### config.mk
export PLATFORM = sky130hd
export DESIGN_NAME = instr_decode_queue_flat
export DESIGN_NICKNAME = d
export VERILOG_FILES = /design/src/rtl/instr_decode_queue_pkg.sv /design/src/rtl/instr_decode_queue_if.sv /design/src/rtl/instr_decode_queue_field_decode.sv /design/src/rtl/instr_decode_queue.sv /design/src/flat_wrapper.sv
export SDC_FILE = /design/constraint.sdc
export NUM_CORES = 1
export LEC_CHECK = 0
export ABC_AREA = 1
export BUFFER_PORTS_ARGS = -buffer_cell sky130_fd_sc_hd__buf_2
export CORE_MARGIN = 10
export CORE_UTILIZATION = 25
export DETAILED_ROUTE_END_ITERATION = 16
export PLACE_DENSITY = 0.53
export SETUP_SLACK_MARGIN = 0.02
export SYNTH_ARGS = -nofsm -noshare
export SYNTH_HDL_FRONTEND = slang
export SYNTH_SLANG_ARGS = --single-unit
### constraint.sdc
create_clock -name clk -period 3.1 [get_ports clk]
set_clock_uncertainty 0.15 [all_clocks]
set_input_delay 0.465 -clock clk [delete_from_list [all_inputs] [get_ports clk]]
set_output_delay 0.465 -clock clk [all_outputs]
set_load 0.1 [all_outputs]
### src/rtl/instr_decode_queue_pkg.sv
// Shared decode definitions for the instruction decode queue and any other
// consumer of MIPS-format fields (e.g. the hazard unit).
// Contents: instruction type encodings, field bit positions and widths,
// the jump opcodes and a 16-to-32 bit sign-extension helper.
package decode_pkg;

    typedef enum logic [1:0] {
        TYPE_R = 2'd0,
        TYPE_I = 2'd1,
        TYPE_J = 2'd2
    } instr_type_e;

    // Field LSB positions within a 32-bit instruction word
    localparam int OPCODE_LSB = 26;
    localparam int RS_LSB     = 21;
    localparam int RT_LSB     = 16;
    localparam int RD_LSB     = 11;
    localparam int SHAMT_LSB  = 6;
    localparam int FUNCT_LSB  = 0;
    localparam int IMM_LSB    = 0;
    localparam int TARGET_LSB = 0;

    // Field widths
    localparam int OPCODE_W = 6;
    localparam int REG_W    = 5;
    localparam int FUNCT_W  = 6;
    localparam int IMM_W    = 16;
    localparam int TARGET_W = 26;

    localparam logic [5:0] OPC_RTYPE = 6'd0;
    localparam logic [5:0] OPC_J     = 6'd2;
    localparam logic [5:0] OPC_JAL   = 6'd3;

    function automatic logic [31:0] sign_extend16(input logic [15:0] value);
        return {{16{value[15]}}, value};
    endfunction

endpackage

### src/rtl/instr_decode_queue_if.sv
// Bundle of the fetch-side and execute-side signals of the decode queue.
// slave  : the queue itself (accepts words, drives decoded head fields)
// master : the environment (fetch + execute + redirect logic)
// Fetch side  : in_instr, in_valid, in_ready, flush
// Execute side: out_ready, out_valid, decoded fields, out_type, out_instr
interface instr_decode_queue_if;
    logic [31:0] in_instr;
    logic        in_valid;
    logic        in_ready;
    logic        flush;
    logic        out_ready;
    logic        out_valid;
    logic [5:0]  out_opcode;
    logic [4:0]  out_rs;
    logic [4:0]  out_rt;
    logic [4:0]  out_rd;
    logic [4:0]  out_shamt;
    logic [5:0]  out_funct;
    logic [31:0] out_imm;
    logic [25:0] out_target;
    logic [1:0]  out_type;
    logic [31:0] out_instr;

    modport slave (
        input  in_instr, in_valid, flush, out_ready,
        output in_ready, out_valid, out_opcode, out_rs, out_rt, out_rd,
               out_shamt, out_funct, out_imm, out_target, out_type, out_instr
    );

    modport master (
        output in_instr, in_valid, flush, out_ready,
        input  in_ready, out_valid, out_opcode, out_rs, out_rt, out_rd,
               out_shamt, out_funct, out_imm, out_target, out_type, out_instr
    );
endinterface

### src/rtl/instr_decode_queue_field_decode.sv
// instr_field_decode: purely combinational split of a 32-bit MIPS word into
// its fields, a sign-extended immediate and an R/I/J type tag.
// Ports: instr (in, 32) -> opcode, rs, rt, rd, shamt, funct, imm (32),
//        target (26), instr_type (2: 0=R, 1=I, 2=J; 3 never produced).
module instr_field_decode
    import decode_pkg::*;
(
    input  logic [31:0] instr,
    output logic [5:0]  opcode,
    output logic [4:0]  rs,
    output logic [4:0]  rt,
    output logic [4:0]  rd,
    output logic [4:0]  shamt,
    output logic [5:0]  funct,
    output logic [31:0] imm,
    output logic [25:0] target,
    output logic [1:0]  instr_type
);

    instr_type_e type_s;

    assign opcode = instr[OPCODE_LSB +: OPCODE_W];
    assign rs     = instr[RS_LSB     +: REG_W];
    assign rt     = instr[RT_LSB     +: REG_W];
    assign rd     = instr[RD_LSB     +: REG_W];
    assign shamt  = instr[SHAMT_LSB  +: REG_W];
    assign funct  = instr[FUNCT_LSB  +: FUNCT_W];
    assign imm    = sign_extend16(instr[IMM_LSB +: IMM_W]);
    assign target = instr[TARGET_LSB +: TARGET_W];
    assign instr_type = type_s;

    // Classify by opcode: 0 is R-type, j/jal are J-type, everything else I-type
    always_comb begin
        type_s = TYPE_I;
        case (opcode)
            OPC_RTYPE:      type_s = TYPE_R;
            OPC_J, OPC_JAL: type_s = TYPE_J;
            default:        type_s = TYPE_I;
        endcase
    end

endmodule

### src/rtl/instr_decode_queue.sv
// instr_decode_queue: DEPTH-entry circular buffer between fetch and execute.
// Presents the head word decoded into MIPS fields; all outputs are zero
// while the queue is empty. in_ready depends only on the registered count,
// so there is no combinational path from out_ready to in_ready.
// Ports: clk, rst (async, active-high), bus (instr_decode_queue_if.slave).
module instr_decode_queue
    import decode_pkg::*;
#(
    parameter int DEPTH = 2
) (
    input logic              clk,
    input logic              rst,
    instr_decode_queue_if.slave bus
);

    localparam int AW = $clog2(DEPTH);
    localparam logic [AW:0]   FULL_COUNT = (AW + 1)'(DEPTH);
    localparam logic [AW:0]   ZERO_COUNT = {(AW + 1){1'b0}};
    localparam logic [AW-1:0] PTR_ZERO   = {AW{1'b0}};
    localparam logic [AW-1:0] PTR_ONE    = AW'(1);
    localparam logic [AW:0]   COUNT_ONE  = (AW + 1)'(1);

    logic [31:0]   mem_r [DEPTH];
    logic [AW-1:0] wr_ptr_r;
    logic [AW-1:0] rd_ptr_r;
    logic [AW:0]   count_r;
    logic          push_s;
    logic          pop_s;
    logic [31:0]   head_s;

    assign bus.in_ready  = (count_r != FULL_COUNT);
    assign bus.out_valid = (count_r != ZERO_COUNT);
    assign push_s        = bus.in_valid && bus.in_ready;
    assign pop_s         = bus.out_valid && bus.out_ready;

    // Stale array contents must not leak out once the queue has drained
    assign head_s        = bus.out_valid ? mem_r[rd_ptr_r] : 32'h0000_0000;
    assign bus.out_instr = head_s;

    // Entry storage; a flushed cycle's offered word is never written
    always_ff @(posedge clk or posedge rst) begin
        if (rst) begin
            for (int i = 0; i < DEPTH; i++) begin
                mem_r[i] <= 32'h0000_0000;
            end
        end else if (push_s && !bus.flush) begin
            mem_r[wr_ptr_r] <= bus.in_instr;
        end
    end

    // Pointer and occupancy control; flush overrides push and pop
    always_ff @(posedge clk or posedge rst) begin
        if (rst) begin
            wr_ptr_r <= PTR_ZERO;
            rd_ptr_r <= PTR_ZERO;
            count_r  <= ZERO_COUNT;
        end else if (bus.flush) begin
            wr_ptr_r <= PTR_ZERO;
            rd_ptr_r <= PTR_ZERO;
            count_r  <= ZERO_COUNT;
        end else begin
            // Power-of-two depth lets the pointers wrap by natural overflow
            if (push_s) begin
                wr_ptr_r <= wr_ptr_r + PTR_ONE;
            end
            if (pop_s) begin
                rd_ptr_r <= rd_ptr_r + PTR_ONE;
            end
            case ({push_s, pop_s})
                2'b10:   count_r <= count_r + COUNT_ONE;
                2'b01:   count_r <= count_r - COUNT_ONE;
                default: count_r <= count_r;
            endcase
        end
    end

    instr_field_decode u_decode (
        .instr      (head_s),
        .opcode     (bus.out_opcode),
        .rs         (bus.out_rs),
        .rt         (bus.out_rt),
        .rd         (bus.out_rd),
        .shamt      (bus.out_shamt),
        .funct      (bus.out_funct),
        .imm        (bus.out_imm),
        .target     (bus.out_target),
        .instr_type (bus.out_type)
    );

endmodule

### src/flat_wrapper.sv
// flat-port wrapper written by rule: the top's interface ports become plain ports
module instr_decode_queue_flat import decode_pkg::*;
#(
    parameter int DEPTH = 2
)
  (clk, rst, bus_in_instr, bus_in_valid, bus_flush, bus_out_ready, bus_in_ready, bus_out_valid, bus_out_opcode, bus_out_rs, bus_out_rt, bus_out_rd, bus_out_shamt, bus_out_funct, bus_out_imm, bus_out_target, bus_out_type, bus_out_instr);
  instr_decode_queue_if bus_i ();
  input logic clk;
  input logic rst;
  input wire logic [$bits(bus_i.in_instr)-1:0] bus_in_instr;
  input wire logic [$bits(bus_i.in_valid)-1:0] bus_in_valid;
  input wire logic [$bits(bus_i.flush)-1:0] bus_flush;
  input wire logic [$bits(bus_i.out_ready)-1:0] bus_out_ready;
  output wire logic [$bits(bus_i.in_ready)-1:0] bus_in_ready;
  output wire logic [$bits(bus_i.out_valid)-1:0] bus_out_valid;
  output wire logic [$bits(bus_i.out_opcode)-1:0] bus_out_opcode;
  output wire logic [$bits(bus_i.out_rs)-1:0] bus_out_rs;
  output wire logic [$bits(bus_i.out_rt)-1:0] bus_out_rt;
  output wire logic [$bits(bus_i.out_rd)-1:0] bus_out_rd;
  output wire logic [$bits(bus_i.out_shamt)-1:0] bus_out_shamt;
  output wire logic [$bits(bus_i.out_funct)-1:0] bus_out_funct;
  output wire logic [$bits(bus_i.out_imm)-1:0] bus_out_imm;
  output wire logic [$bits(bus_i.out_target)-1:0] bus_out_target;
  output wire logic [$bits(bus_i.out_type)-1:0] bus_out_type;
  output wire logic [$bits(bus_i.out_instr)-1:0] bus_out_instr;
  assign bus_i.in_instr = bus_in_instr;
  assign bus_i.in_valid = bus_in_valid;
  assign bus_i.flush = bus_flush;
  assign bus_i.out_ready = bus_out_ready;
  assign bus_in_ready = bus_i.in_ready;
  assign bus_out_valid = bus_i.out_valid;
  assign bus_out_opcode = bus_i.out_opcode;
  assign bus_out_rs = bus_i.out_rs;
  assign bus_out_rt = bus_i.out_rt;
  assign bus_out_rd = bus_i.out_rd;
  assign bus_out_shamt = bus_i.out_shamt;
  assign bus_out_funct = bus_i.out_funct;
  assign bus_out_imm = bus_i.out_imm;
  assign bus_out_target = bus_i.out_target;
  assign bus_out_type = bus_i.out_type;
  assign bus_out_instr = bus_i.out_instr;
  instr_decode_queue #(.DEPTH(DEPTH)) u_core (.clk(clk), .rst(rst), .bus(bus_i));
endmodule
==> results of run 1 <==
## cells in the mapped netlist, drive strengths merged
cell type | count | area [um2]
a21oi | 29 | 156
buf | 109 | 808
clkbuf | 3 | 11.3
dfrtp | 68 | 1700
inv | 49 | 184
nand2 | 141 | 534
nand3 | 8 | 52.6
nand4 | 2 | 12.5
nor2 | 6 | 25.0
nor3b | 1 | 7.51
o21ai | 66 | 417
or2 | 5 | 31.3
## worst reg2reg max path, cell delays in order, from the launching register on
cell and delay [ps]:
dfrtp_1 470, inv_2 100, a21oi_4 190, nand2_2 390
buf_4 400, nand2_1 110, o21ai_2 50
## kinds of logic after synthesis
| logic type | share of synthesized area [%] |
|---|---|
| flops | 43.2 |
| buf+inv | 25.5 |
| compound gates | 14.5 |
| simple gates | 16.8 |
## sequential cells by signal (all words and copies together), names as in the netlist
register,count
u_core.wr_ptr_r,1
u_core.mem_r,64
u_core.rd_ptr_r,1
u_core.count_r,2
## cell type report
cell class | count | area [um2] | share of cell area, %
Multi-Input combinational cell | 258 | 1360 | 26.7
Sequential cell | 68 | 1700 | 33.4
Tap cell | 211 | 264 | 5.18
Clock inverter | 1 | 5.00 | 0.0983
Inverter | 49 | 184 | 3.61
Timing Repair Buffer | 173 | 1300 | 25.4
Clock buffer | 14 | 284 | 5.58
## final timing paths
| path | depth (start not counted) | endpoint | slack (ps) | from |
|---|---|---|---|---|
| min in group clk | 3 | u_core.mem_r[54] | 250 | bus_in_instr[22] |
| worst min-delay path | 2 | u_core.mem_r[25] | 120 | rst |
| worst min register to register | 2 | u_core.mem_r[58] | 330 | u_core.mem_r[58] |
| worst max-delay path | 5 | bus_out_target[14] | 390 | u_core.rd_ptr_r |
| max in group asynchronous | 3 | u_core.mem_r[2] | 2020 | rst |
| worst max register to register | 6 | u_core.mem_r[53] | 1120 | u_core.count_r[0] |
## per-layer routing
metal / vias up / global-route usage [%] / routed length, um
li1: 1571 / - / -
met1: 1449 / 11.9 / 4780
met2: 123 / 15.8 / 4870
met3: 13 / 3.76 / 750
met4: 2 / 3.94 / 156
met5: - / 0 / 13
## per-stage QoR
stage / area, um2 / hold WS [ps] / worst slack [ps]
4_1_cts: 5090 / 156 / 337
6_report: 5090 / 123 / 390
2_1_floorplan: 4060 / 297 / -498
3_3_place_gp: 4800 / 306 / 741
3_5_place_dp: 4800 / 310 / 707
5_1_grt: 5090 / 193 / 257
## where the power goes
| part | internal (mW) | switching, mW |
|---|---|---|
| clock network | 0.623 | 0.363 |
| registers | 1.15 | 0.140 |
| logic | 0.675 | 2.91 |
| total | 2.45 | 3.41 |
==> metrics.txt, run 1 <==
power consumption=about 5.9 mW; crit-path max cell delay=500 ps; Final Hold Viols=0; Vias per Instance=roughly 4.1; placer congestion estimate=around 0.68; endpoint type of the worst setup path=output pin; total negative slack=0 ps; final wirelength=~11,000 um; CTS max path bufs=2; maximum clock frequency=369 MHz; Cells after Synth=487; Ports=between 150 and 200; Pwr Density=1150 nW/um2; site row count=45; most common cell after layout, fill and taps aside=nand2_1; RSZ-0062 raised after global routing=false; Die Wd=around 150 um; IO Port Bufs=between 150 and 200; Core Area=around 15,000 um2; share of cells above drive strength 1=between 40% and 50%; worst slew pin tran=777 ps; DRT Pass-1 Iters=4; unique cell type count in the Yosys netlist=21; postcts setup bufs=0; worst skew pair latency=between 300 and 400 ps; Layout Nets=approximately 600; max-cap viol count=0; Initial DRC Count=between 200 and 250; DR WL/cell=approximately 14 um; Final Setup Violations=0; vias in the first global route=roughly 3,200; # hold bufs at CTS=0; Reg clk slew, reported paths=~50 ps; crit share post-route=between 80% and 90%; Seq/Total Area, Yosys=43.2%; Num CTS Buffers=9; worst vdd ir=0.000384 V; Post-Place Cells=about 760; fin util=around a third; CTS tree=yes; Pleak=approximately 2.7 nW; Die Y=~150 um; outcome=finished clean; first-pass GRT wire length=~17,000 um; Hold Path Class=primary input to async pin; Post-Syn Nets=between 500 and 600; Max H-tree Level=3; PostCTS Resize Cnt=0; # diodes=0; Post-Syn Area per Cell=slightly above 8 um2; Max-slew headroom=48.1%; critical path class=flop to output pin; Root Buffer=clkbuf_16; arrival time at the worst endpoint=2090 ps; WP buf/inv=3; CP Launch Type=flop; Period minus WS final=around 2700 ps; Crit-path slowest cell=a21oi_2; worst-path fanout max=16; fin. max-slew vios=0; Die ar.=approximately 21,000 um2; Yosys reg bits=68; initial antenna violation count=1; total gr overflow=0; Filler cells=approximately 1,600; largest net degree at the start of global routing=65; ANT nets after route=0; commonest cells after routing, fill and taps aside=nand2_1, buf_2, dfrtp_1; Initial Utilization=about a quarter; HPWL after DPL=roughly 8000 um; Clock Sinks=slightly below 70; area of the mapped netlist=a little under 4000 um2; vias=~3,200; area grow syn2layout=29.2%; gr usage total=about a tenth; Final Instance Count excl. Fillers=around 770; Ys Warns=0; CP Data Required Time=2480 ps; Top Family by Delay on Critical Path=buffers and inverters; worst path cell trace=inv_1, buf_4, nand2_1, a21oi_2, buf_12; DRC errors left=0
Note: power is estimated with default switching activity, not from simulation.
==> run 2: changes to the inputs <==
SYNTH_HIERARCHICAL = 1   (was not set)
==> metrics.txt, run 2 <==
RSZ-0062 raised after global routing=false; r2r setup slk=910 ps (-210 ps); ANT nets after route=0 (unchanged); Die Y=146 um (about the same); outcome=finished clean; Hold Path Class=primary input to async pin; register with the most flip-flops=u_core/mem_r; number of flops mapped to enable cells by yosys=0 (unchanged); Cells after Synth=479 (-1.6%); vias=3,084 (-2.3%); gr usage total=9.66% (-0.29 points); commonest cells after routing, fill and taps aside=buf_2, nand2_1, dfrtp_1; Compound-Gate Fraction of Synth Area=15.8% (+1.2 points); total gr overflow=0 (unchanged); endpoint of the worst-slack reg-to-reg timing path=u_core/mem_r[34]; Clock Sinks=68 (unchanged); area grow syn2layout=19.3%; Die Wd=146 um (about the same); Post-Syn Area per Cell=8.24 um2 (+1.8%); Vias per Instance=4.05 (-0.81%); unique cell type count in the Yosys netlist=19 (-9.5%); Ports=163 (unchanged); Num CTS Buffers=9 (unchanged); top_reg_cell synth=dfrtp_1; Final Setup Violations=0 (unchanged); worst slew pin tran=829 ps (+52.3 ps); CP Data Required Time=2480 ps (about the same); DR WL/cell=13.1 um (-3.7%); share of cells above drive strength 1=45.2% (+0.61 points); Synth area leaders=dfrtp_1, buf_4, nand2_1; top cells by count, synth=nand2_1, buf_4, dfrtp_1; IO Port Bufs=162 (unchanged); largest net degree at the start of global routing=65 (unchanged); worst-path fanout max=15 (-1); site row count=45 (unchanged); first-pass GRT wire length=16,900 um (-2.4%); FF-to-FF path depth=6 (unchanged); area of the mapped netlist=3950 um2 (+0.13%); maximum clock frequency=372 MHz (+0.80%); Post-Syn Nets=516 (-1.5%); Period minus WS final=2690 ps (-21.5 ps); Layout Nets=583 (-2.2%); postcts setup bufs=0 (unchanged); post-synth top area share=43.1% (-0.055 points); CP Launch Type=flop; Die ar.=21,200 um2 (+0.11%); most common cell after layout, fill and taps aside=buf_2; crit share post-route=86.7% (-0.69 points); critical path class=flop to output pin; worst r2r src=u_core/count_r[0]; Initial DRC Count=184 (-9.4%); Ys Warns=6 (+6); fin util=30.7% (-2.5 points); Worst Setup SP=u_core/rd_ptr_r; final wirelength=10,000 um (-5.2%); initial antenna violation count=0 (-1); DRT Pass-1 Iters=7 (+3); arrival time at the worst endpoint=2070 ps (-20 ps); fin. max-slew vios=0 (unchanged); PostCTS Resize Cnt=0 (unchanged); CTS max path bufs=2 (unchanged); Core Area=15,300 um2 (unchanged); DRC errors left=0 (unchanged); placer congestion estimate=0.717 (+4.9%); xor-xnor portion of the synthesized cell area=0% (unchanged); proportion of synthesized area in mux cells=0% (unchanged); Max-slew headroom=44.5% (-3.6 points); largest family of logic cells by synthesized area=buffers and inverters; max-cap viol count=0 (unchanged); Root Buffer=clkbuf_16; endpoint type of the worst setup path=output pin; Reg clk slew, reported paths=50 ps (about the same); Final Hold Viols=0 (unchanged); Top Registers=u_core/mem_r (64), u_core/count_r (2); Yosys top cell by area=dfrtp_1; HPWL after DPL=7650 um (-4.3%); # hold bufs at CTS=0 (unchanged); Max H-tree Level=3 (unchanged); Seq/Total Area, Yosys=43.1% (-0.055 points); vias in the first global route=3,272 (+1.1%); max FFs per register=64 (unchanged); CP endpoint=bus_out_type[1]; Synth Area in Adders=0% (unchanged); count leader, synth=nand2_1; Yosys reg bits=68 (unchanged); ys async rst share=100% (unchanged); # diodes=0 (unchanged); CTS tree=yes; post-synthesis simple-gate area fraction=15.7% (-1.1 points); Initial Utilization=25.8% (+0.033 points); worst skew pair latency=330 ps (about the same)
[run 2: metal layers]
| metal | up-vias | part of all wire (%) | track usage (%) |
|---|---|---|---|
| li1 | 1542 | - | - |
| met1 | 1437 | 39 | 9.89 |
| met2 | 100 | 50 | 16.8 |
| met3 | 5 | 9.8 | 5.34 |
| met4 | 0 | 0.86 | 2.43 |
| met5 | - | 0 | 0 |
[run 2: critical path, cell delays in order (launching register included)]
cell and delay, ps:
dfrtp_1 340, clkinv_1 280, buf_4 310, nand2_1 130
a21oi_4 70, nor2_1 180, nand2_1 90, nor2_2 140
buf_12 190
[run 2: layout make-up]
type | instances | area, um2
clock buffer | 11 | 243
clock inverter | 5 | 27.5
fill | 1689 | 10600
inverter | 40 | 150
multi-input combinational | 258 | 1420
sequential | 68 | 1700
tap | 211 | 264
timing repair buffer | 169 | 906
[run 2: worst min-delay path by stage]
| stage | slack, ps | from | endpoint |
|---|---|---|---|
| after floorplan | 300 | u_core/mem_r[14] | u_core/mem_r[14] |
| after global placement | 310 | u_core/mem_r[46] | u_core/mem_r[46] |
| after detailed placement | 320 | u_core/mem_r[7] | u_core/mem_r[7] |
| after CTS | 120 | rst | u_core/mem_r[44] |
| after global routing | 150 | rst | u_core/mem_r[40] |
| final | 100 | rst | u_core/mem_r[40] |
[run 2: metrics by stage]
stage | cells | setup slack [ps] | hold WS (ps) | setup TNS (ps) | cell area [um2]
6_report | 762 | 412 | 103 | 0 | 4710
5_1_grt | 762 | 211 | 151 | 0 | 4710
4_1_cts | 762 | 322 | 120 | 0 | 4710
3_5_place_dp | 746 | 706 | 317 | 0 | 4440
3_3_place_gp | 746 | 795 | 314 | 0 | 4440
2_1_floorplan | 479 | -531 | 305 | -4110 | 4110
[run 2: cells by family (layout without fill, tap and decap cells)]
group	count (synthesis)	after routing
simple gates	158	158
flops	68	68
compound gates	100	100
buf+inv	153	225
Power of run 2 is not shown: default switching activity piles up to over one toggle a cycle in this logic, so the estimate is an artifact.
